===== src/rtl/jt12_eg_pkg.sv =====
// Shared types and rate helpers for the time-multiplexed envelope generator.
// Used by jt12_eg_step and jt12_eg_tdm; optional AM/TL output summing is
// enabled in the top by defining JT12_EG_AM_EN.
package jt12_eg_pkg;

   typedef enum logic [1:0] {
      ATTACK  = 2'd0,
      DECAY   = 2'd1,
      SUSTAIN = 2'd2,
      RELEASE = 2'd3
   } eg_state_e;

   // Effective 6-bit rate: doubled base rate plus key scaling, clamped to 63.
   function automatic logic [5:0] eff_rate(input logic [4:0] base,
                                           input logic [4:0] keycode,
                                           input logic [1:0] ks);
      logic [4:0] kscl;
      logic [6:0] sum;
      kscl = keycode >> (2'd3 - ks);
      sum  = {1'b0, base, 1'b0} + {2'b00, kscl};
      if (base == 5'd0) return 6'd0;
      if (sum > 7'd63) return 6'd63;
      return 6'(sum);
   endfunction

   // Number of low counter bits that must be zero for a step to occur.
   function automatic logic [3:0] step_shift(input logic [5:0] rate);
      logic [5:0] hi;
      hi = rate >> 2;
      if (hi >= 6'd11) return 4'd0;
      return 4'(6'd11 - hi);
   endfunction

   // Per-step increment: fast rates move by more than one unit per step.
   function automatic logic [4:0] step_amount(input logic [5:0] rate);
      logic [5:0] hi;
      hi = rate >> 2;
      if (rate >= 6'd48) return 5'd1 << (hi - 6'd11);
      return 5'd1;
   endfunction

   // Decay-to-sustain threshold; sl=15 means "decay all the way to silence".
   function automatic logic [31:0] sustain_thr(input logic [3:0] sl, input int egw);
      if (sl == 4'hF) return (32'd1 << egw) - 32'd1;
      return 32'(sl) << (egw - 5);
   endfunction

endpackage


===== src/rtl/jt12_eg_step.sv =====
// Combinational next-level / next-state logic for one envelope slot visit.
module jt12_eg_step
   import jt12_eg_pkg::*;
#(
   parameter int EGW  = 10,
   parameter int CNTW = 15
) (
   input  logic [5:0]      rate_i,
   input  logic            attack_instant_i,
   input  logic [CNTW-1:0] eg_cnt_i,
   input  logic [EGW-1:0]  level_i,
   input  eg_state_e       state_i,
   input  logic            keyon_edge_i,
   input  logic            keyoff_edge_i,
   input  logic [3:0]      sl_i,
   output logic [EGW-1:0]  level_o,
   output eg_state_e       state_o
);

   localparam logic [EGW-1:0] MAX_LEVEL = '1;

   logic [3:0]  shift;
   logic [4:0]  amount;
   logic [31:0] mask;
   logic [31:0] dec;
   logic [31:0] inc;
   logic [31:0] thr;
   logic        do_step;

   // Key edges take priority; otherwise step the level and move between states.
   always_comb begin
      // NOTE: defaults first so every path assigns every output; no latches.
      shift   = step_shift(rate_i);
      amount  = step_amount(rate_i);
      mask    = (32'd1 << shift) - 32'd1;
      do_step = (rate_i != 6'd0) && ((32'(eg_cnt_i) & mask) == 32'd0);
      dec     = ((32'(level_i) * 32'(amount)) >> 4) + 32'd1;
      inc     = 32'(level_i) + 32'(amount);
      thr     = sustain_thr(sl_i, EGW);
      level_o = level_i;
      state_o = state_i;
      if (keyon_edge_i) begin
         state_o = ATTACK;
         if (attack_instant_i) level_o = '0;
      end else if (keyoff_edge_i) begin
         state_o = RELEASE;
      end else if (state_i == ATTACK) begin
         if (do_step) level_o = (dec >= 32'(level_i)) ? '0 : level_i - EGW'(dec);
         if (level_o == '0) state_o = DECAY;
      end else begin
         if (do_step) level_o = (inc > 32'(MAX_LEVEL)) ? MAX_LEVEL : EGW'(inc);
         if (state_i == DECAY && 32'(level_o) >= thr) state_o = SUSTAIN;
      end
   end

endmodule


===== src/rtl/jt12_eg_tdm.sv =====
// Time-multiplexed ADSR envelope generator: one slot visited per clk_en,
// per-slot level/state held in indexed registers.
// Define JT12_EG_AM_EN to add tl/am inputs summed into eg_o.
module jt12_eg_tdm
   import jt12_eg_pkg::*;
#(
   parameter int SLOTS = 24,
   parameter int EGW   = 10,
   parameter int CNTW  = 15
) (
   input  logic                     clk,
   input  logic                     rst,
   input  logic                     clk_en,
   output logic [$clog2(SLOTS)-1:0] slot_o,
   input  logic                     keyon,
   input  logic [4:0]               ar,
   input  logic [4:0]               d1r,
   input  logic [4:0]               d2r,
   input  logic [3:0]               rr,
   input  logic [3:0]               sl,
   input  logic [4:0]               keycode,
   input  logic [1:0]               ks,
   output logic [EGW-1:0]           eg_o,
   output logic [$clog2(SLOTS)-1:0] eg_slot_o
`ifdef JT12_EG_AM_EN
   ,
   input  logic [6:0]               tl,
   input  logic [EGW-1:0]           am
`endif
);

   localparam int SW = $clog2(SLOTS);
   localparam logic [SW-1:0] LAST_SLOT = SW'(SLOTS - 1);

   logic [SW-1:0]    slot_q;
   logic [CNTW-1:0]  cnt_q;
   logic [EGW-1:0]   level_q [SLOTS];
   eg_state_e        state_q [SLOTS];
   logic [SLOTS-1:0] keyon_last_q;
   logic [EGW-1:0]   eg_q;
   logic [SW-1:0]    eg_slot_q;

   logic [EGW-1:0] cur_level;
   logic [EGW-1:0] next_level;
   eg_state_e      cur_state;
   eg_state_e      next_state;
   logic [4:0]     base_rate;
   logic [5:0]     rate;
   logic [5:0]     rate_attack;
   logic           kon_edge;
   logic           koff_edge;
   logic [EGW-1:0] eg_d;

   // Fetch the visited slot and derive its active rate and key edges.
   always_comb begin
      cur_level = level_q[slot_q];
      cur_state = state_q[slot_q];
      kon_edge  = keyon & ~keyon_last_q[slot_q];
      koff_edge = ~keyon & keyon_last_q[slot_q];
      case (cur_state)
         ATTACK:  base_rate = ar;
         DECAY:   base_rate = d1r;
         SUSTAIN: base_rate = d2r;
         default: base_rate = {rr, 1'b1};
      endcase
      rate        = eff_rate(base_rate, keycode, ks);
      rate_attack = eff_rate(ar, keycode, ks);
   end

   jt12_eg_step #(
      .EGW  (EGW),
      .CNTW (CNTW)
   ) u_step (
      .rate_i           (rate),
      .attack_instant_i (rate_attack >= 6'd62),
      .eg_cnt_i         (cnt_q),
      .level_i          (cur_level),
      .state_i          (cur_state),
      .keyon_edge_i     (kon_edge),
      .keyoff_edge_i    (koff_edge),
      .sl_i             (sl),
      .level_o          (next_level),
      .state_o          (next_state)
   );

`ifdef JT12_EG_AM_EN
   logic [EGW+1:0] eg_sum;

   // Add total level and amplitude modulation to the output only, saturating.
   always_comb begin
      eg_sum = {2'b00, next_level} + ((EGW+2)'(tl) << (EGW - 7)) + {2'b00, am};
      eg_d   = (|eg_sum[EGW+1:EGW]) ? '1 : eg_sum[EGW-1:0];
   end
`else
   assign eg_d = next_level;
`endif

   // Advance slot and envelope counter, commit the visited slot, register output.
   always_ff @(posedge clk) begin
      // NOTE: state registers use non-blocking assignments only.
      if (rst) begin
         slot_q       <= '0;
         cnt_q        <= '0;
         keyon_last_q <= '0;
         eg_q         <= '1;
         eg_slot_q    <= '0;
         // NOTE: per-slot storage is flops, not RAM, so every entry is reset.
         for (int i = 0; i < SLOTS; i++) begin
            level_q[i] <= '1;
            state_q[i] <= RELEASE;
         end
      end else if (clk_en) begin
         level_q[slot_q]      <= next_level;
         state_q[slot_q]      <= next_state;
         keyon_last_q[slot_q] <= keyon;
         eg_q                 <= eg_d;
         eg_slot_q            <= slot_q;
         if (slot_q == LAST_SLOT) begin
            slot_q <= '0;
            cnt_q  <= cnt_q + CNTW'(1);
         end else begin
            slot_q <= slot_q + SW'(1);
         end
      end
   end

   assign slot_o    = slot_q;
   assign eg_o      = eg_q;
   assign eg_slot_o = eg_slot_q;

endmodule


===== config.mk =====
export PLATFORM = sky130hd
export DESIGN_NAME = jt12_eg_tdm
export DESIGN_NICKNAME = d
export VERILOG_FILES = /design/src/rtl/jt12_eg_pkg.sv /design/src/rtl/jt12_eg_step.sv /design/src/rtl/jt12_eg_tdm.sv
export SDC_FILE = /design/constraint.sdc
export NUM_CORES = 1
export LEC_CHECK = 0
export BUFFER_PORTS_ARGS = -buffer_cell sky130_fd_sc_hd__buf_4
export CAP_MARGIN = 30
export CELL_PAD_IN_SITES_DETAIL_PLACEMENT = 0
export CELL_PAD_IN_SITES_GLOBAL_PLACEMENT = 2
export CORE_AREA = 3 3 249 251
export CTS_BUF_LIST = sky130_fd_sc_hd__clkbuf_16
export CTS_CLUSTER_SIZE = 12
export DETAILED_ROUTE_END_ITERATION = 10
export DIE_AREA = 0 0 252 254
export GPL_ROUTABILITY_DRIVEN = 1
export PLACE_DENSITY = 0.85
export SETUP_SLACK_MARGIN = 0.02
export SLEW_MARGIN = 20
export SYNTH_ARGS = -nofsm -noshare
export SYNTH_HDL_FRONTEND = slang
export SYNTH_SLANG_ARGS = --single-unit

===== constraint.sdc =====
create_clock -name clk -period 13.9 [get_ports clk]
set_clock_uncertainty 0.2 [all_clocks]
set_input_delay 3.475 -clock clk [delete_from_list [all_inputs] [get_ports clk]]
set_output_delay 3.475 -clock clk [all_outputs]
set_load 0.02 [all_outputs]

* Word-level counts from Yosys, hierarchy flattened
Memory sizes are Yosys's and may differ from the RTL's. A register that Yosys moved wholly into a read port is not among the register bits.
Cells that the tools add are included.
** Cells by class
- Add/sub/neg operators :: 11
- Multiply operators :: 1
- Order comparisons :: 10
- Equality and inequality tests :: 4
- Shift operators :: 3
- Mux-type cells :: 64
- Bitwise gates (word level) :: 5
- Reduce and logical (&&, ||, !) cells :: 12
** Operators by type and width (count)
- two-way mux 10 bit :: 15
- two-way mux 32 bit :: 2
- two-way mux 6 bit :: 8
- two-way mux 5 bit :: 9
- bitwise AND 15 x 32 -> 32 bit :: 1
- greater-or-equal comparator 10 x 32 -> 1 bit :: 1
- greater-or-equal comparator 32 x 10 -> 1 bit :: 1
- greater-than comparator 32 x 10 -> 1 bit, second input constant :: 1
- logical NOT 32 bit :: 1
- left shift 1 x 4 -> 32 bit, first input constant :: 1
- subtractor 32 x 1 -> 32 bit, second input constant :: 1
- bitwise mux 24 bit :: 1
- two-way mux 1 bit :: 18
- adder 15 x 1 -> 15 bit, second input constant :: 1
- multiplier 10 x 5 -> 15 bit :: 1
- case mux 5 bit (3 select lines) :: 1
- adder 6 x 5 -> 7 bit :: 2
- greater-than comparator 7 x 6 -> 1 bit, second input constant :: 2
- adder 11 x 1 -> 12 bit, second input constant :: 1
- greater-or-equal comparator 6 bit, second input constant :: 2
- two-way mux 2 bit :: 6
- adder 10 x 5 -> 11 bit :: 1
- logical NOT 10 bit :: 1
- logical NOT 5 bit :: 2
- 25 further kinds :: 30
** Word-level totals
- Register bits after elaboration :: 59
- RAM bits :: 288
- Input bits :: 34
- Word-level logic and storage cells :: 117
- Memories :: 2
** Memories
- level_q :: words 24, width 10, read ports 1, clocked after memory_dff 1, wr ports 24, line jt12_eg_tdm.sv:37 : logic [EGW-1:0] level_q [SLOTS];
- state_q :: words 24, width 2, read ports 1, clocked after memory_dff 1, wr ports 24, line jt12_eg_tdm.sv:38 : eg_state_e state_q [SLOTS];

* Depth between registers and ports, before layout
Gate-level depths: netlist of the first run.
- Depth in word-level cells :: 27
- Depth in mapped cells :: 59

* Hierarchy
A second synthesis of the first run with hierarchy kept.
** Unflattened totals
- Cells, all modules :: 1902
- Area, all modules :: 24164.4 um2
** By module, submodules not included
- jt12_eg_tdm :: times used 1, cells an instance 1381, area an instance 20323.2 um2, seq. area each 12812.3 um2
- jt12_eg_step :: times used 1, cells an instance 521, area an instance 3841.2 um2, seq. area each 0.0 um2

* Worst setup path after synthesis of the first run
No wires, ideal clock.
- Kind :: input to register
- From :: input ks[0]
- To :: memory state_q[24][0] in the netlist's numbering, data pin
- Setup time :: 273 ps
- Arrival time :: 13263 ps
- Data required time :: 13427 ps
- Setup slack :: 165 ps
- Stages :: 46
- Path buffers :: 4
- Cells stage by stage :: clkbuf_1 > mux2_2 > nand2_1 > o21ai_0 > ha_1 > a21o_1 > a21oi_1 > nor2b_1 > nor2_1 > a211oi_2 > or2_1 > buf_4 > o21ai_1 > inv_1 > ha_1 > xor2_1 > nor3b_1 > nand3_1 > [... 10 more ...] > o21bai_1 > a21oi_1 > xor2_1 > nor3_1 > nor3b_1 > o311ai_0 > xor2_1 > o21ai_0 > xor2_1 > ha_1 > o21ai_0 > a21oi_1 > a211oi_1 > clkbuf_1 > a211oi_1 > o31ai_2 > buf_2 > inv_1
** RTL lines
- start, declared :: line jt12_eg_tdm.sv:22 : input logic [1:0] ks,
- end, declared :: line jt12_eg_tdm.sv:38

==> impl_metrics.xml, run 1 <==
<?xml version="1.0" encoding="UTF-8"?>
<metrics>
  <group name="timing">
    <metric name="rsz0062_at_grt" unit="">false</metric>
    <metric name="number_of_max_slew_violations_in_the_final_report" unit="">0</metric>
    <metric name="final_hold_viol_count" unit="">0</metric>
    <metric name="tightest_slew" unit="ps">996</metric>
    <metric name="final.min_clock_period" unit="ps">13280</metric>
    <metric name="slew-limit-headroom" unit="">0.335</metric>
    <metric name="setup_viol_count_final" unit="">0</metric>
    <metric name="period_share" unit="">0.955</metric>
    <metric name="hold-worst-slack" unit="ps">270</metric>
    <metric name="achievable-frequency" unit="MHz">75.3</metric>
  </group>
  <group name="route">
    <metric name="first_iter_violations" unit="">1641</metric>
    <metric name="routed_len_inst" unit="µm">23.9</metric>
    <metric name="route.detailed.drc" unit="">0</metric>
    <metric name="number_of_antenna_violating_nets_in_the_routed_design" unit="">0</metric>
    <metric name="vias" unit="">16662</metric>
    <metric name="viasPerCell" unit="">5.71</metric>
    <metric name="finalWirelength" unit="mm">69.8</metric>
    <metric name="drt-pass1-iter-count" unit="">6</metric>
  </group>
  <group name="synth">
    <metric name="ys.flop_type" unit="">edfxtp_1</metric>
    <metric name="seq_area_frac_synth" unit="">0.535</metric>
    <metric name="yosys_warnings" unit="">0</metric>
    <metric name="synth.net_count" unit="">2147</metric>
    <metric name="post_synth.cell_area_avg" unit="µm²">11.9</metric>
    <metric name="number_of_synthesized_flops_with_an_enable_pin" unit="">384</metric>
    <metric name="netlist_instances" unit="">2011</metric>
    <metric name="netlist_top_cells_area" unit="">edfxtp_1 48%, mux4_2 10%, dfxtp_1 5.4%, nand2_1 4.8%, ha_1 3.9%</metric>
    <metric name="async_flop_share" unit="">0</metric>
    <metric name="ys_ff_latch" unit="">448</metric>
    <metric name="synth_top_area_share" unit="">0.482</metric>
    <metric name="synth.distinct_cells" unit="">88</metric>
    <metric name="synth.cell_area" unit="µm²">23900</metric>
    <metric name="yosys.area.top_type" unit="">edfxtp_1</metric>
  </group>
  <group name="die">
    <metric name="die_x" unit="µm">252</metric>
    <metric name="ioPinCount" unit="">54</metric>
    <metric name="die_area" unit="µm²">64000</metric>
    <metric name="initial_utilization" unit="">0.398</metric>
    <metric name="placement_rows" unit="">90</metric>
    <metric name="floorplan.die.height" unit="µm">254</metric>
    <metric name="fp.coreArea" unit="µm²">60100</metric>
  </group>
  <group name="flow_run">
    <metric name="drv_cap" unit="">0</metric>
  </group>
  <group name="setup_path">
    <metric name="crit_path_max_incr_delay" unit="ps">560</metric>
    <metric name="critPathBufInv" unit="">9</metric>
    <metric name="crit_fanout" unit="">19</metric>
    <metric name="timing.critical_path.from_type" unit="">primary input</metric>
    <metric name="family_with_the_most_delay_on_the_worst_path" unit="">adder cells</metric>
    <metric name="required" unit="ps">14000</metric>
    <metric name="critical_path_class" unit="">primary input to register</metric>
    <metric name="cp_slowest_cell" unit="">fa_1</metric>
    <metric name="worstSetupEndpointType" unit="">register</metric>
    <metric name="crit_arrival" unit="ps">13380</metric>
  </group>
  <group name="placed_design">
    <metric name="post-dp-hpwl" unit="mm">48.9</metric>
    <metric name="postPlaceCellArea" unit="µm²">25700</metric>
    <metric name="gp_congestion" unit="">0.882</metric>
    <metric name="port_buffers" unit="">53</metric>
  </group>
  <group name="global_route">
    <metric name="via_count_of_the_first_global_routing_pass" unit="">16671</metric>
    <metric name="number_of_antenna_violations_at_the_first_check_in_global_routing" unit="">3</metric>
    <metric name="overflow" unit="">0</metric>
    <metric name="track_usage" unit="">0.218</metric>
    <metric name="first_pass_grt_wire_length" unit="mm">105</metric>
    <metric name="maximum_number_of_pins_on_one_net_before_global_route_repair" unit="">44</metric>
  </group>
  <group name="final_layout">
    <metric name="fin_util" unit="">0.452</metric>
    <metric name="final_common_cell" unit="">edfxtp_1</metric>
    <metric name="fillCellCount" unit="">5508</metric>
    <metric name="areaGrowthSynthToFinish" unit="%">13.5</metric>
    <metric name="finish.instance_area" unit="µm²">27200</metric>
    <metric name="layout-drive-gt1-share" unit="">0.184</metric>
    <metric name="layout.cells.most_common_list" unit="">384 x edfxtp_1, 308 x nand2_1, 153 x buf_4</metric>
    <metric name="layout.nets" unit="">2235</metric>
  </group>
  <group name="clock_network">
    <metric name="tritoncts_num_sinks" unit="">448</metric>
    <metric name="path_clk_slew" unit="ps">60</metric>
    <metric name="cts_max_level" unit="">2</metric>
    <metric name="cts_max_path_buffers" unit="">3</metric>
    <metric name="cts_made_buffers" unit="">46</metric>
    <metric name="cts_root_buffer" unit="">clkbuf_16</metric>
    <metric name="post_cts_hold_buffer_count" unit="">0</metric>
    <metric name="tritoncts" unit="">done</metric>
    <metric name="clock_insertion_delay_worst_skew" unit="ps">590</metric>
  </group>
  <group name="pwr">
    <metric name="cellPowerDensity" unit="nW/µm²">165</metric>
    <metric name="leakage" unit="µW">0.00847</metric>
    <metric name="ir_worst_vdd" unit="mV">0.190</metric>
  </group>
  <group name="hold_path">
    <metric name="hold_path.class" unit="">register to register</metric>
  </group>
  <group name="status">
    <metric name="result_of_the_run" unit="">finished, final reports clean</metric>
  </group>
</metrics>
[power by group]
group / switching [µW] / leakage [µW] / internal [µW]
registers: 12.8 / 0.00334 / 1500
clock network: 515 / 0.000768 / 616
logic: 1160 / 0.00436 / 672
[synth_stat cells, types with 18 or more instances]
cell type and instances:
edfxtp_1 384, nand2_1 308, nor2_1 156, mux4_2 106, inv_1 101, o21ai_0 96, nand3_1 77, a21oi_1 75
ha_1 75, dfxtp_1 64, clkbuf_1 63, mux2i_1 58, buf_2 46, xor2_1 31, o21ai_1 29, fa_1 27
nor3_1 20, xnor2_1 20, a21o_1 18
[metal layers]
| layer | vias to the layer above | part of all wire | GRT usage |
|---|---|---|---|
| met5 | - | 0.00019 | 0 |
| met4 | 2 | 0.037 | 0.0775 |
| met3 | 126 | 0.072 | 0.0389 |
| met2 | 646 | 0.47 | 0.355 |
| met1 | 8331 | 0.42 | 0.295 |
| li1 | 7557 | - | - |
[logic make-up (layout without fill, tap and decap cells)]
kind of cell,count (synthesis),after routing,share of synthesized area
AO/OA/AOI/OAI,323,323,0.0873
XOR/XNOR,51,51,0.0187
adder cells (fa/ha/maj),103,103,0.0622
buffers and inverters,234,360,0.0415
flip-flops,448,448,0.535
multiplexers,173,173,0.128
other,0,1,0
AND/OR/NAND/NOR,679,679,0.127
[state kept, by name, indices dropped and copies added, names as in the netlist, named ones only]
name	count
slot_o	5
keyon_last_q	24
state_q	64
level_q	320
cnt_q	15
eg_slot_o	5
eg_o	10
[path summary, 6_finish.rpt]
path / depth (start not counted) / startpoint / end / slack (ps)
worst max-delay path: 48 / ks[0] / level_q[13][1] / 620
worst min-delay path: 2 / keyon_last_q[16] / keyon_last_q[16] / 270
worst max register to register: 52 / register / level_q[13][1] / 1400
worst min register to register: 2 / keyon_last_q[16] / keyon_last_q[16] / 270
[stage by stage]
stage / setup WS, ps / TNS, ps / instances / power, µW
floorplan: 165 / 0 / 2011 / 2800
global placement: 204 / 0 / 2809 / 3340
detailed placement: -5.31 / -41.9 / 2828 / 3340
CTS: 545 / 0 / 2914 / 4490
global route: 22.8 / 0 / 2919 / 4750
finish: 620 / 0 / 2920 / 4480
[worst reg2reg max path, delay by kind of cell, from the launching register on]
kind | cells | cell delay, ps
xor+xnor | 4 | 620
compound gates | 16 | 2710
buf+inv | 9 | 1430
flops | 1 | 860
simple gates | 13 | 2730
fa+ha+maj | 8 | 2890
mux | 2 | 780
[timing repair]
action,in CTS,in global routing
setup endpoints to repair,0,24
setup buffers,0,0
resized for setup,0,3
[area by class of cell]
class                      count  area [µm²]  share of cell area
inverter                     107         402              0.0148
timing repair buffer         167        1370              0.0503
clock buffer                  47        1180              0.0433
clock inverter                39         203             0.00746
tap                          782         978              0.0360
sequential                   448       12800               0.472
multi-input combinational   1329       10200               0.376
antenna                        1        2.50           0.0000921
Power figures use the tool's default switching activity.
==> inputs of run 2 (changes only) <==
--- a/config.mk
+++ b/config.mk
@@ -8,12 +8,12 @@
 export BUFFER_PORTS_ARGS = -buffer_cell sky130_fd_sc_hd__buf_4
 export CAP_MARGIN = 30
 export CELL_PAD_IN_SITES_DETAIL_PLACEMENT = 0
-export CELL_PAD_IN_SITES_GLOBAL_PLACEMENT = 2
-export CORE_AREA = 3 3 249 251
+export CELL_PAD_IN_SITES_GLOBAL_PLACEMENT = 1
+export CORE_AREA = 3 3 230 232
 export CTS_BUF_LIST = sky130_fd_sc_hd__clkbuf_16
 export CTS_CLUSTER_SIZE = 12
 export DETAILED_ROUTE_END_ITERATION = 10
-export DIE_AREA = 0 0 252 254
+export DIE_AREA = 0 0 233 235
 export GPL_ROUTABILITY_DRIVEN = 1
 export PLACE_DENSITY = 0.85
 export SETUP_SLACK_MARGIN = 0.02
==> run 2 against run 1 <==
Design area is 0.62% lower. Sequential share of layout area is 0.29 points higher. Critical path depth is 1 lower. Die area is 14% lower. Non-clock buffer count is 2 higher.
==> impl_metrics.xml, run 2 (synthesis results as in run 1) <==
<?xml version="1.0" encoding="UTF-8"?>
<metrics>
  <group name="final_layout">
    <metric name="finalNonFillerCells" unit="">2813</metric>
    <metric name="final_common_cell" unit="">edfxtp_1</metric>
    <metric name="fin_util" unit="">0.527</metric>
    <metric name="largestRegisters" unit="">level_q x320, state_q x64, keyon_last_q x24</metric>
    <metric name="fillCellCount" unit="">4246</metric>
    <metric name="layout.nets" unit="">2237</metric>
    <metric name="layout.cells.most_common_list" unit="">384 x edfxtp_1, 308 x nand2_1, 152 x buf_4</metric>
    <metric name="max_flop_register" unit="">level_q</metric>
    <metric name="layout-drive-gt1-share" unit="">0.183</metric>
    <metric name="multi_input_comb_area" unit="µm²">10200</metric>
    <metric name="total_area_of_sequential_cells" unit="µm²">12800</metric>
    <metric name="diodes" unit="">0</metric>
    <metric name="largest_register_ffs" unit="">320</metric>
    <metric name="areaGrowthSynthToFinish" unit="%">12.8</metric>
  </group>
  <group name="setup_path">
    <metric name="crit_path_frequent_cell" unit="">ha_1</metric>
    <metric name="r2r_setup_slack" unit="ps">1400</metric>
    <metric name="critical_path_class" unit="">primary input to register</metric>
    <metric name="worstSetupEndpointType" unit="">register</metric>
    <metric name="cp_slowest_cell" unit="">fa_1</metric>
    <metric name="required" unit="ps">13940</metric>
    <metric name="timing.rr.end" unit="">level_q[26][6]</metric>
    <metric name="crit_fanout" unit="">26</metric>
    <metric name="crit_path_max_incr_delay" unit="ps">550</metric>
    <metric name="timing.critical_path.from_type" unit="">primary input</metric>
    <metric name="crit_arrival" unit="ps">13280</metric>
    <metric name="logic_depth_of_the_worst_register_to_register_path" unit="">52</metric>
  </group>
  <group name="status">
    <metric name="result_of_the_run" unit="">finished, final reports clean</metric>
  </group>
  <group name="placed_design">
    <metric name="gp_congestion" unit="">0.926</metric>
    <metric name="post-dp-hpwl" unit="mm">46.7</metric>
    <metric name="dpl.cell_count" unit="">2721</metric>
    <metric name="port_buffers" unit="">53</metric>
  </group>
  <group name="route">
    <metric name="number_of_antenna_violating_nets_in_the_routed_design" unit="">0</metric>
    <metric name="drt-pass1-iter-count" unit="">5</metric>
    <metric name="route.detailed.drc" unit="">0</metric>
    <metric name="vias" unit="">17113</metric>
    <metric name="finalWirelength" unit="mm">67.5</metric>
    <metric name="viasPerCell" unit="">6.08</metric>
    <metric name="first_iter_violations" unit="">2042</metric>
    <metric name="routed_len_inst" unit="µm">24.0</metric>
  </group>
  <group name="clock_network">
    <metric name="clock_insertion_delay_worst_skew" unit="ps">570</metric>
    <metric name="tritoncts" unit="">done</metric>
    <metric name="cts_max_path_buffers" unit="">3</metric>
    <metric name="path_clk_slew" unit="ps">60</metric>
    <metric name="cts_root_buffer" unit="">clkbuf_16</metric>
    <metric name="cts_made_buffers" unit="">46</metric>
    <metric name="cts_max_level" unit="">2</metric>
    <metric name="tritoncts_num_sinks" unit="">448</metric>
  </group>
  <group name="global_route">
    <metric name="first_pass_grt_wire_length" unit="mm">102</metric>
    <metric name="track_usage" unit="">0.245</metric>
    <metric name="maximum_number_of_pins_on_one_net_before_global_route_repair" unit="">45</metric>
    <metric name="overflow" unit="">0</metric>
    <metric name="number_of_antenna_violations_at_the_first_check_in_global_routing" unit="">2</metric>
    <metric name="via_count_of_the_first_global_routing_pass" unit="">16694</metric>
  </group>
  <group name="pwr">
    <metric name="ir_worst_vdd" unit="mV">0.166</metric>
    <metric name="cellPowerDensity" unit="nW/µm²">164</metric>
    <metric name="switching_share_of_total_power" unit="">0.369</metric>
    <metric name="share_of_total_power_in_sequential_cells" unit="">0.342</metric>
    <metric name="p_comb_frac" unit="">0.406</metric>
    <metric name="total_switching_power" unit="µW">1630</metric>
    <metric name="p_int" unit="µW">2800</metric>
    <metric name="clock_power_share" unit="">0.252</metric>
    <metric name="leakage" unit="µW">0.00844</metric>
  </group>
  <group name="timing">
    <metric name="number_of_max_slew_violations_in_the_final_report" unit="">0</metric>
    <metric name="final_hold_viol_count" unit="">0</metric>
    <metric name="final.min_clock_period" unit="ps">13240</metric>
    <metric name="rsz0062_at_grt" unit="">false</metric>
    <metric name="period_share" unit="">0.953</metric>
    <metric name="tightest_slew" unit="ps">956</metric>
    <metric name="slew-limit-headroom" unit="">0.363</metric>
    <metric name="setup_viol_count_final" unit="">0</metric>
    <metric name="achievable-frequency" unit="MHz">75.5</metric>
  </group>
  <group name="hold_path">
    <metric name="hold_path_startpoint" unit="">keyon_last_q[6]</metric>
    <metric name="hold_path.class" unit="">register to register</metric>
    <metric name="holdPathStages" unit="">2</metric>
    <metric name="hold_path_sink" unit="">keyon_last_q[6]</metric>
  </group>
  <group name="die">
    <metric name="die_x" unit="µm">233</metric>
    <metric name="floorplan.die.height" unit="µm">235</metric>
    <metric name="placement_rows" unit="">83</metric>
    <metric name="ioPinCount" unit="">54</metric>
    <metric name="fp.coreArea" unit="µm²">51200</metric>
    <metric name="die_area" unit="µm²">54800</metric>
    <metric name="initial_utilization" unit="">0.468</metric>
  </group>
  <group name="flow_run">
    <metric name="drv_cap" unit="">0</metric>
  </group>
</metrics>
run 2: layer usage:
layer	GRT usage	wire length, µm	up-vias	part of all wire
met1	0.349	27000	8461	0.40
li1	-	-	7538	-
met5	0	0	-	0
met2	0.377	31000	988	0.46
met4	0.0814	2060	0	0.030
met3	0.0525	7440	126	0.11
run 2: how the worst max path moves through the flow:
stage | start | endpoint | slack, ps | depth (start not counted)
2_1_floorplan | ks[0] | state_q[24][0] | 160 | 46
3_3_place_gp | ks[0] | state_q[31][0] | 100 | 43
3_5_place_dp | ks[0] | level_q[4][8] | -110 | 46
4_1_cts | ks[0] | level_q[13][8] | 420 | 46
5_1_grt | ks[0] | level_q[26][6] | 20 | 47
6_report | ks[0] | level_q[26][6] | 660 | 47
run 2: critical path: cells and delay by family:
| kind | cells | cell delay [ps] |
|---|---|---|
| multiplexers | 1 | 350 |
| XOR/XNOR | 4 | 650 |
| buffers and inverters | 7 | 970 |
| AO/OA/AOI/OAI | 15 | 2650 |
| adder cells (fa/ha/maj) | 8 | 2850 |
| AND/OR/NAND/NOR | 12 | 2330 |
run 2: repair_timing:
item | in CTS | in global routing
resized for setup | 0 | 6
setup endpoints to repair | 0 | 155
setup buffers | 0 | 7
hold buffers | 0 | 0
endpoints found under the hold margin | 0 | 0
run 2: layout make-up:
cell class,count,area share
Clock buffer,47,0.0436
Clock inverter,33,0.00621
Inverter,107,0.0149
Multi-Input combinational cell,1329,0.379
Sequential cell,448,0.475
Tap cell,680,0.0315
Timing Repair Buffer,169,0.0505
run 2: per-stage QoR:
| step | instance area (µm²) | power [µW] | hold slack (ps) | setup WS [ps] | TNS (ps) |
|---|---|---|---|---|---|
| after global routing | 27000 | 4700 | 279 | 19.5 | 0 |
| after CTS | 26800 | 4400 | 268 | 421 | 0 |
| after floorplan | 23900 | 2800 | 242 | 165 | 0 |
| after global placement | 25300 | 3250 | 252 | 103 | 0 |
| after detailed placement | 25500 | 3280 | 259 | -114 | -2590 |
| final | 27000 | 4440 | 268 | 660 | 0 |
run 2: power groups by stage:
| stage | Sequential (µW) | Clock [µW] | Combinational (µW) |
|---|---|---|---|
| CTS | 1520 | 1130 | 1750 |
| global placement | 1550 | 0 | 1710 |
| global route | 1520 | 1190 | 1990 |
| finish | 1520 | 1120 | 1800 |
| floorplan | 1540 | 0 | 1250 |
| detailed placement | 1550 | 0 | 1730 |
